<file path="src/rtl/div_unit_if.sv">
// rtl/div_unit_if.sv - operand/result bundle between the control unit and div_unit
interface div_unit_if #(
  parameter int DATA_W = 32
);
  logic              div_start;
  logic [DATA_W-1:0] dividend;
  logic [DATA_W-1:0] divisor;
  logic [DATA_W-1:0] hi_out;
  logic [DATA_W-1:0] lo_out;
  logic              busy;
  logic              div_done;
  logic              div_zero;

  modport master (
    output div_start, dividend, divisor,
    input  hi_out, lo_out, busy, div_done, div_zero
  );

  modport slave (
    input  div_start, dividend, divisor,
    output hi_out, lo_out, busy, div_done, div_zero
  );
endinterface

</file>
<file path="src/rtl/div_unit.sv">
// rtl/div_unit.sv - multicycle signed restoring divider, quotient to LO and remainder to HI
module div_unit #(
  parameter int DATA_W = 32
) (
  input  logic        clk,
  input  logic        reset,
  div_unit_if.slave   io_div
);

  typedef enum logic {S_IDLE, S_RUN} state_t;

  state_t              r_state;
  state_t              w_state_next;
  logic [5:0]          r_cnt;
  logic [DATA_W:0]     r_rem;
  logic [DATA_W-1:0]   r_quo;
  logic [DATA_W-1:0]   r_dsr;
  logic [DATA_W-1:0]   r_hi;
  logic [DATA_W-1:0]   r_lo;
  logic                r_sign_q;
  logic                r_sign_r;
  logic                r_done;
  logic                r_zero;

  logic                w_accept;
  logic                w_zero_req;
  logic                w_last;
  logic [DATA_W:0]     w_shift;
  logic [DATA_W:0]     w_diff;
  logic                w_neg;
  logic [DATA_W:0]     w_rem_next;
  logic [DATA_W-1:0]   w_quo_next;
  logic [DATA_W-1:0]   w_abs_dvd;
  logic [DATA_W-1:0]   w_abs_dsr;
  logic [DATA_W-1:0]   w_q_signed;
  logic [DATA_W-1:0]   w_r_signed;

  always_comb begin
    w_state_next = r_state;
    w_accept     = 1'b0;
    w_zero_req   = 1'b0;
    w_last       = 1'b0;
    case (r_state)
      S_IDLE: begin
        if (io_div.div_start) begin
          if (io_div.divisor == '0) begin
            w_zero_req = 1'b1;
          end else begin
            w_accept     = 1'b1;
            w_state_next = S_RUN;
          end
        end
      end
      S_RUN: begin
        if (r_cnt == 6'd31) begin
          w_last       = 1'b1;
          w_state_next = S_IDLE;
        end
      end
      default: w_state_next = S_IDLE;
    endcase
  end

  // Magnitudes are unsigned, so 0x80000000 maps onto itself without overflow.
  assign w_abs_dvd = io_div.dividend[DATA_W-1] ? -io_div.dividend : io_div.dividend;
  assign w_abs_dsr = io_div.divisor[DATA_W-1]  ? -io_div.divisor  : io_div.divisor;

  // r_quo starts as the dividend magnitude and is shifted out MSB-first while quotient bits shift in.
  assign w_shift    = {r_rem[DATA_W-1:0], r_quo[DATA_W-1]};
  assign w_diff     = w_shift - {1'b0, r_dsr};
  assign w_neg      = w_diff[DATA_W];
  assign w_rem_next = w_neg ? w_shift : w_diff;
  assign w_quo_next = {r_quo[DATA_W-2:0], ~w_neg};
  assign w_q_signed = r_sign_q ? -w_quo_next : w_quo_next;
  assign w_r_signed = r_sign_r ? -w_rem_next[DATA_W-1:0] : w_rem_next[DATA_W-1:0];

  always_ff @(posedge clk) begin
    if (reset) begin
      r_state  <= S_IDLE;
      r_cnt    <= '0;
      r_rem    <= '0;
      r_quo    <= '0;
      r_dsr    <= '0;
      r_hi     <= '0;
      r_lo     <= '0;
      r_sign_q <= 1'b0;
      r_sign_r <= 1'b0;
      r_done   <= 1'b0;
      r_zero   <= 1'b0;
    end else begin
      r_state <= w_state_next;
      r_done  <= w_last;
      r_zero  <= w_zero_req;
      if (w_accept) begin
        r_rem    <= '0;
        r_cnt    <= '0;
        r_quo    <= w_abs_dvd;
        r_dsr    <= w_abs_dsr;
        r_sign_q <= io_div.dividend[DATA_W-1] ^ io_div.divisor[DATA_W-1];
        r_sign_r <= io_div.dividend[DATA_W-1];
      end else if (r_state == S_RUN) begin
        r_rem <= w_rem_next;
        r_quo <= w_quo_next;
        r_cnt <= r_cnt + 6'd1;
        if (w_last) begin
          r_hi <= w_r_signed;
          r_lo <= w_q_signed;
        end
      end
    end
  end

  assign io_div.busy     = (r_state == S_RUN);
  assign io_div.div_done = r_done;
  assign io_div.div_zero = r_zero;
  assign io_div.hi_out   = r_hi;
  assign io_div.lo_out   = r_lo;

endmodule

</file>
<file path="src/flat_wrapper.sv">
// flat-port wrapper written by rule: the top's interface ports become plain ports
module div_unit_flat 
#(
  parameter int DATA_W = 32
)
  (clk, reset, io_div_div_start, io_div_dividend, io_div_divisor, io_div_hi_out, io_div_lo_out, io_div_busy, io_div_div_done, io_div_div_zero);
  div_unit_if #(.DATA_W(DATA_W)) io_div_i ();
  input  logic clk;
  input  logic reset;
  input wire logic [$bits(io_div_i.div_start)-1:0] io_div_div_start;
  input wire logic [$bits(io_div_i.dividend)-1:0] io_div_dividend;
  input wire logic [$bits(io_div_i.divisor)-1:0] io_div_divisor;
  output wire logic [$bits(io_div_i.hi_out)-1:0] io_div_hi_out;
  output wire logic [$bits(io_div_i.lo_out)-1:0] io_div_lo_out;
  output wire logic [$bits(io_div_i.busy)-1:0] io_div_busy;
  output wire logic [$bits(io_div_i.div_done)-1:0] io_div_div_done;
  output wire logic [$bits(io_div_i.div_zero)-1:0] io_div_div_zero;
  assign io_div_i.div_start = io_div_div_start;
  assign io_div_i.dividend = io_div_dividend;
  assign io_div_i.divisor = io_div_divisor;
  assign io_div_hi_out = io_div_i.hi_out;
  assign io_div_lo_out = io_div_i.lo_out;
  assign io_div_busy = io_div_i.busy;
  assign io_div_div_done = io_div_i.div_done;
  assign io_div_div_zero = io_div_i.div_zero;
  div_unit #(.DATA_W(DATA_W)) u_core (.clk(clk), .reset(reset), .io_div(io_div_i));
endmodule
</file>
<file path="config.mk">
export PLATFORM = sky130hd
export DESIGN_NAME = div_unit_flat
export DESIGN_NICKNAME = d
export VERILOG_FILES = /design/src/rtl/div_unit_if.sv /design/src/rtl/div_unit.sv /design/src/flat_wrapper.sv
export SDC_FILE = /design/constraint.sdc
export NUM_CORES = 1
export LEC_CHECK = 0
export BUFFER_PORTS_ARGS = -buffer_cell sky130_fd_sc_hd__buf_2
export CORE_UTILIZATION = 25
export CTS_CLUSTER_DIAMETER = 120
export DETAILED_ROUTE_END_ITERATION = 16
export GPL_ROUTABILITY_DRIVEN = 1
export PLACE_DENSITY = 0.46
export SLEW_MARGIN = 5
export SYNTH_ARGS = -nofsm -noshare
export SYNTH_HDL_FRONTEND = slang
export SYNTH_SLANG_ARGS = --single-unit
</file>
<file path="constraint.sdc">
create_clock -name clk -period 7.6 [get_ports clk]
set_input_delay 1.14 -clock clk [delete_from_list [all_inputs] [get_ports clk]]
set_output_delay 1.14 -clock clk [all_outputs]
set_load 0.03 [all_outputs]
</file>
==> results by stage <==
Yosys:
- The fraction of synthesis flops using an asynchronous set or reset pin is 0%.
- The count of distinct cell types in the synthesized netlist is 79.
- After synthesis the netlist holds a flip-flop and latch count of 171.
- Synthesis produced a netlist with a net count of 1561.
- The count of warnings emitted by yosys is 0.
- The fraction of synthesized cell area taken by the top area cell type is 30.0%.
- The sequential fraction of the synthesis area is 30.0%.
- The average instance area after synthesis is 7.83 um^2.
- The most common flop cell mapped by yosys is dfxtp_1.
- The number of enable flip-flop cells after synthesis is 0.
- Yosys attributes the largest share of cell area to dfxtp_1 (30%), xor2_1 (6.4%), nor2_1 (5.3%).
- The synthesized design spends more area on one cell type than any other, namely dfxtp_1.
- The synthesized instance count is 1456.
- The post-synthesis instance area is 0.0114 mm^2.

Pwr:
- The leakage power total is 5.04 nW.
- The total power density per cell area is 236 mW/mm^2.
- The design draws 3.09 mW.
- The peak supply drop is 158 uV.

Global route:
- The all-layer global routing usage is 16.3%.
- The first global-routing pass estimated 59.3 mm of wire.
- Entering global routing, the biggest net connects 89 pins.
- For this run the aggregate overflow at the end of global routing stands at 0.
- The number of antenna violations at the first check in global routing was 0.
- The via count of the first global-routing pass is 10100.

Clocking:
- Clock tree synthesis inserted a total of 17 buffers.
- The post-CTS clock slew at the launch and capture registers of the worst setup and hold paths is 80 ps.
- The number of buffers added for setup after CTS is 0.
- The clock passes through at most 2 buffers.
- The CTS root buffer is clkbuf_16.
- Hold repair after CTS inserted 0 buffers.
- The count of H-tree levels built during CTS is 4.
- The clock latency at the later pin of the worst-skew pair is 460 ps.
- Post-CTS repair changed the size of 0 cells.
- The CTS tree is built.
- The number of clock sinks is 171.

Timing:
- The normalized max-slew margin is 32.3%.
- The number of failing hold endpoints at the final stage was 0.
- The final critical-path share of the clock period is 77.5%.
- At the pin with the least slew margin, the transition time is 1020 ps.
- The final-report max-slew violation count is 0.
- Setup repair after global routing left no endpoint under its margin.
- Across all setup checks in the final design, the least slack found is 1710 ps.
- The maximum clock skew at final layout is 17.1 ps.
- The fmax is 0.170 GHz.
- The final sum of negative setup slack is 0 ps.
- The clock period minus final worst setup slack is 5890 ps.
- Setup violations remaining at the end of the flow were counted as 0.
- Hold is met by 448 ps.

Floorplan:
- The number of standard-cell rows in the floorplan is 77.
- The number of top-level design ports is 134.
- The die boundary width is 215 um.
- The height of the chip is 215 um.
- The die covers 0.0464 mm^2.
- The initial utilization of the core area, before any placement, comes to 25.5%.
- The total area inside the core boundary comes to 0.0446 mm^2.

Drt:
- Once detail routing completed, the nets flagged for antenna violations numbered 0.
- The detailed-route via count is 10800.
- The DRC violation count after routing is 0.
- The number of detailed-routing iterations run before antenna repair is 6.
- For this block, the routed nets add up to 37.9 mm of wire.
- The ratio of routed vias to standard cells is 5.05.
- The routed length per placed instance is 17.7 um.
- The number of DRC markers in iteration 0 is 881.

Worst setup path:
- For the worst setup path, the data arrival time is 6200 ps.
- The worst setup path is launched from a register.
- Of all nets on the critical path, the largest fanout is 43.
- By startpoint and endpoint, the worst setup path is classified as register to register.
- The element type at the critical path end is a register.
- The worst register-to-register path has a depth of 21.
- The required time of the critical path is 7910 ps.

Placement:
- In this run the tool buffered the top-level ports with 133 buffer cells.
- The placed instances occupy a cell area of 0.0125 mm^2.
- The placed wire-length estimate is 28.9 mm.
- Prior to clock tree synthesis, the placed netlist has a worst setup slack of 1750 ps.
- The final weighted congestion of routability-driven global placement is 0.900.
- The number of placed instances, taps included, is 2107.

Worst hold path:
- In this run the worst hold path is classified as register to register.
- The number of cells traversed by the worst hold path is 2.

Final layout:
- The area growth from synthesis to layout is 15.2%.
- The repair_antennas step left the layout with diodes totalling 0.
- Fill cells in the final layout number 4844.
- The total number of nets in the final design is 1639.
- In the final layout, the multi-input gates occupy 0.00737 mm^2.
- The sequential cells in the finished layout cover a total of 0.00343 mm^2.
- Once layout is complete, the utilization of the core stands at 29.4%.
- The cell area after layout is 0.0131 mm^2.
- The fraction of final layout cells with drive strength greater than 1 is 13.5%.
- The finished layout holds 2139 standard cells, fillers aside.

Flow run:
- The number of max-cap violations is 0.

Outcome:
- The run finished with clean final reports.
==> Yosys cell counts (20+ instances only) <==
cell type	number
mux2i_1	36
a21oi_1	88
or3_1	37
inv_1	59
a211oi_1	65
o31ai_1	25
nand2_1	132
xnor2_1	43
nor2_1	161
ha_1	37
o21ai_0	100
dfxtp_1	171
xor2_1	83
clkbuf_1	56
o22ai_1	28
nor3_1	20
==> worst max-delay path, stage by stage, from the launching register on <==
cell,delay (ps)
dfxtp_1,360
inv_1,70
ha_1,210
fa_1,410
nor2b_1,330
o31ai_4,120
a31o_2,280
a211oi_1,290
or3_1,400
and2_4,660
inv_1,590
o21ai_0,500
inv_1,80
ha_1,250
and4_1,210
nand2_1,90
a21oi_1,40
a41oi_1,350
o21ai_0,180
xor2_1,160
nand2_1,100
a21oi_1,60
==> placed cells by master, fill, tap and decap left out, types with 9 or more instances in the layout <==
cell | netlist | layout
dfxtp_1 | 171 | 170
and3_1 | 12 | 12
a31oi_1 | 15 | 15
buf_4 | 2 | 13
nor2_1 | 161 | 161
a211oi_1 | 65 | 65
buf_2 | 17 | 132
a222oi_1 | 18 | 18
or3_1 | 37 | 37
clkbuf_16 | 0 | 17
nand3_1 | 19 | 19
xor2_1 | 83 | 83
a21o_1 | 10 | 10
o21a_1 | 9 | 9
mux2i_1 | 36 | 36
nor2b_1 | 11 | 11
and2_1 | 14 | 14
inv_1 | 59 | 59
o21ai_0 | 100 | 100
ha_1 | 37 | 37
nand2b_1 | 9 | 9
o22ai_1 | 28 | 28
nand4_1 | 16 | 16
a2111oi_0 | 9 | 9
a21oi_1 | 88 | 87
nand2_1 | 132 | 132
or4_1 | 11 | 11
a21boi_0 | 18 | 18
nor3_1 | 20 | 19
o31ai_1 | 25 | 25
xnor2_1 | 43 | 43
==> layer usage <==
metal	vias up	GRT usage (%)	wire, um
li1	5469	-	-
met1	5056	24.6	20200
met2	247	23.4	15500
met3	28	2.64	1600
met4	0	4.49	586
met5	-	0	0
==> cell type report <==
| type | instances | area share, % |
|---|---|---|
| Tap cell | 592 | 5.64 |
| Clock inverter | 13 | 1.30 |
| Multi-Input combinational cell | 1140 | 56.1 |
| Clock buffer | 19 | 3.37 |
| Inverter | 59 | 1.69 |
| Sequential cell | 171 | 26.1 |
| Timing Repair Buffer | 145 | 5.78 |
==> where the power goes <==
part / switching [mW] / internal, mW / total (mW)
registers: 0.0499 / 0.937 / 0.987
clock network: 0.440 / 0.511 / 0.951
logic: 0.746 / 0.410 / 1.16
==> path summary, 6_finish.rpt <==
path | slack (ps) | to | start
worst max-delay path | 1710 | u_core.io_div.hi_out[20]$_SDFFE_PP0P_ | u_core.r_quo[31]$_SDFFE_PP0P_
worst min-delay path | 450 | u_core.io_div.hi_out[6]$_SDFFE_PP0P_ | u_core.io_div.hi_out[6]$_SDFFE_PP0P_
worst max register to register | 1710 | u_core.io_div.hi_out[20]$_SDFFE_PP0P_ | u_core.r_quo[31]$_SDFFE_PP0P_
worst min register to register | 450 | u_core.io_div.hi_out[6]$_SDFFE_PP0P_ | u_core.io_div.hi_out[6]$_SDFFE_PP0P_
==> registers in the layout (all words and copies together), names as in the netlist <==
signal,flops
u_core.io_div.hi_out,32
u_core.io_div.lo_out,32
u_core.r_dsr,32
u_core.r_quo,32
u_core.r_rem,32
u_core.r_cnt,6
u_core.io_div.busy,1
u_core.io_div.div_done,1
u_core.io_div.div_zero,1
u_core.r_sign_q,1
u_core.r_sign_r,1
==> cells by family after synthesis <==
logic type | count (synthesis) | synth area share (%)
and+or+nand+nor | 485 | 20.5
AOI/OAI and AO/OA | 451 | 26.6
muxes | 40 | 3.56
xor gates and xnor gates | 126 | 9.69
DFF | 171 | 30.0
adders and majority gates | 38 | 4.24
buffers and inverters | 145 | 5.37
Note: power is estimated with default switching activity, not from simulation.
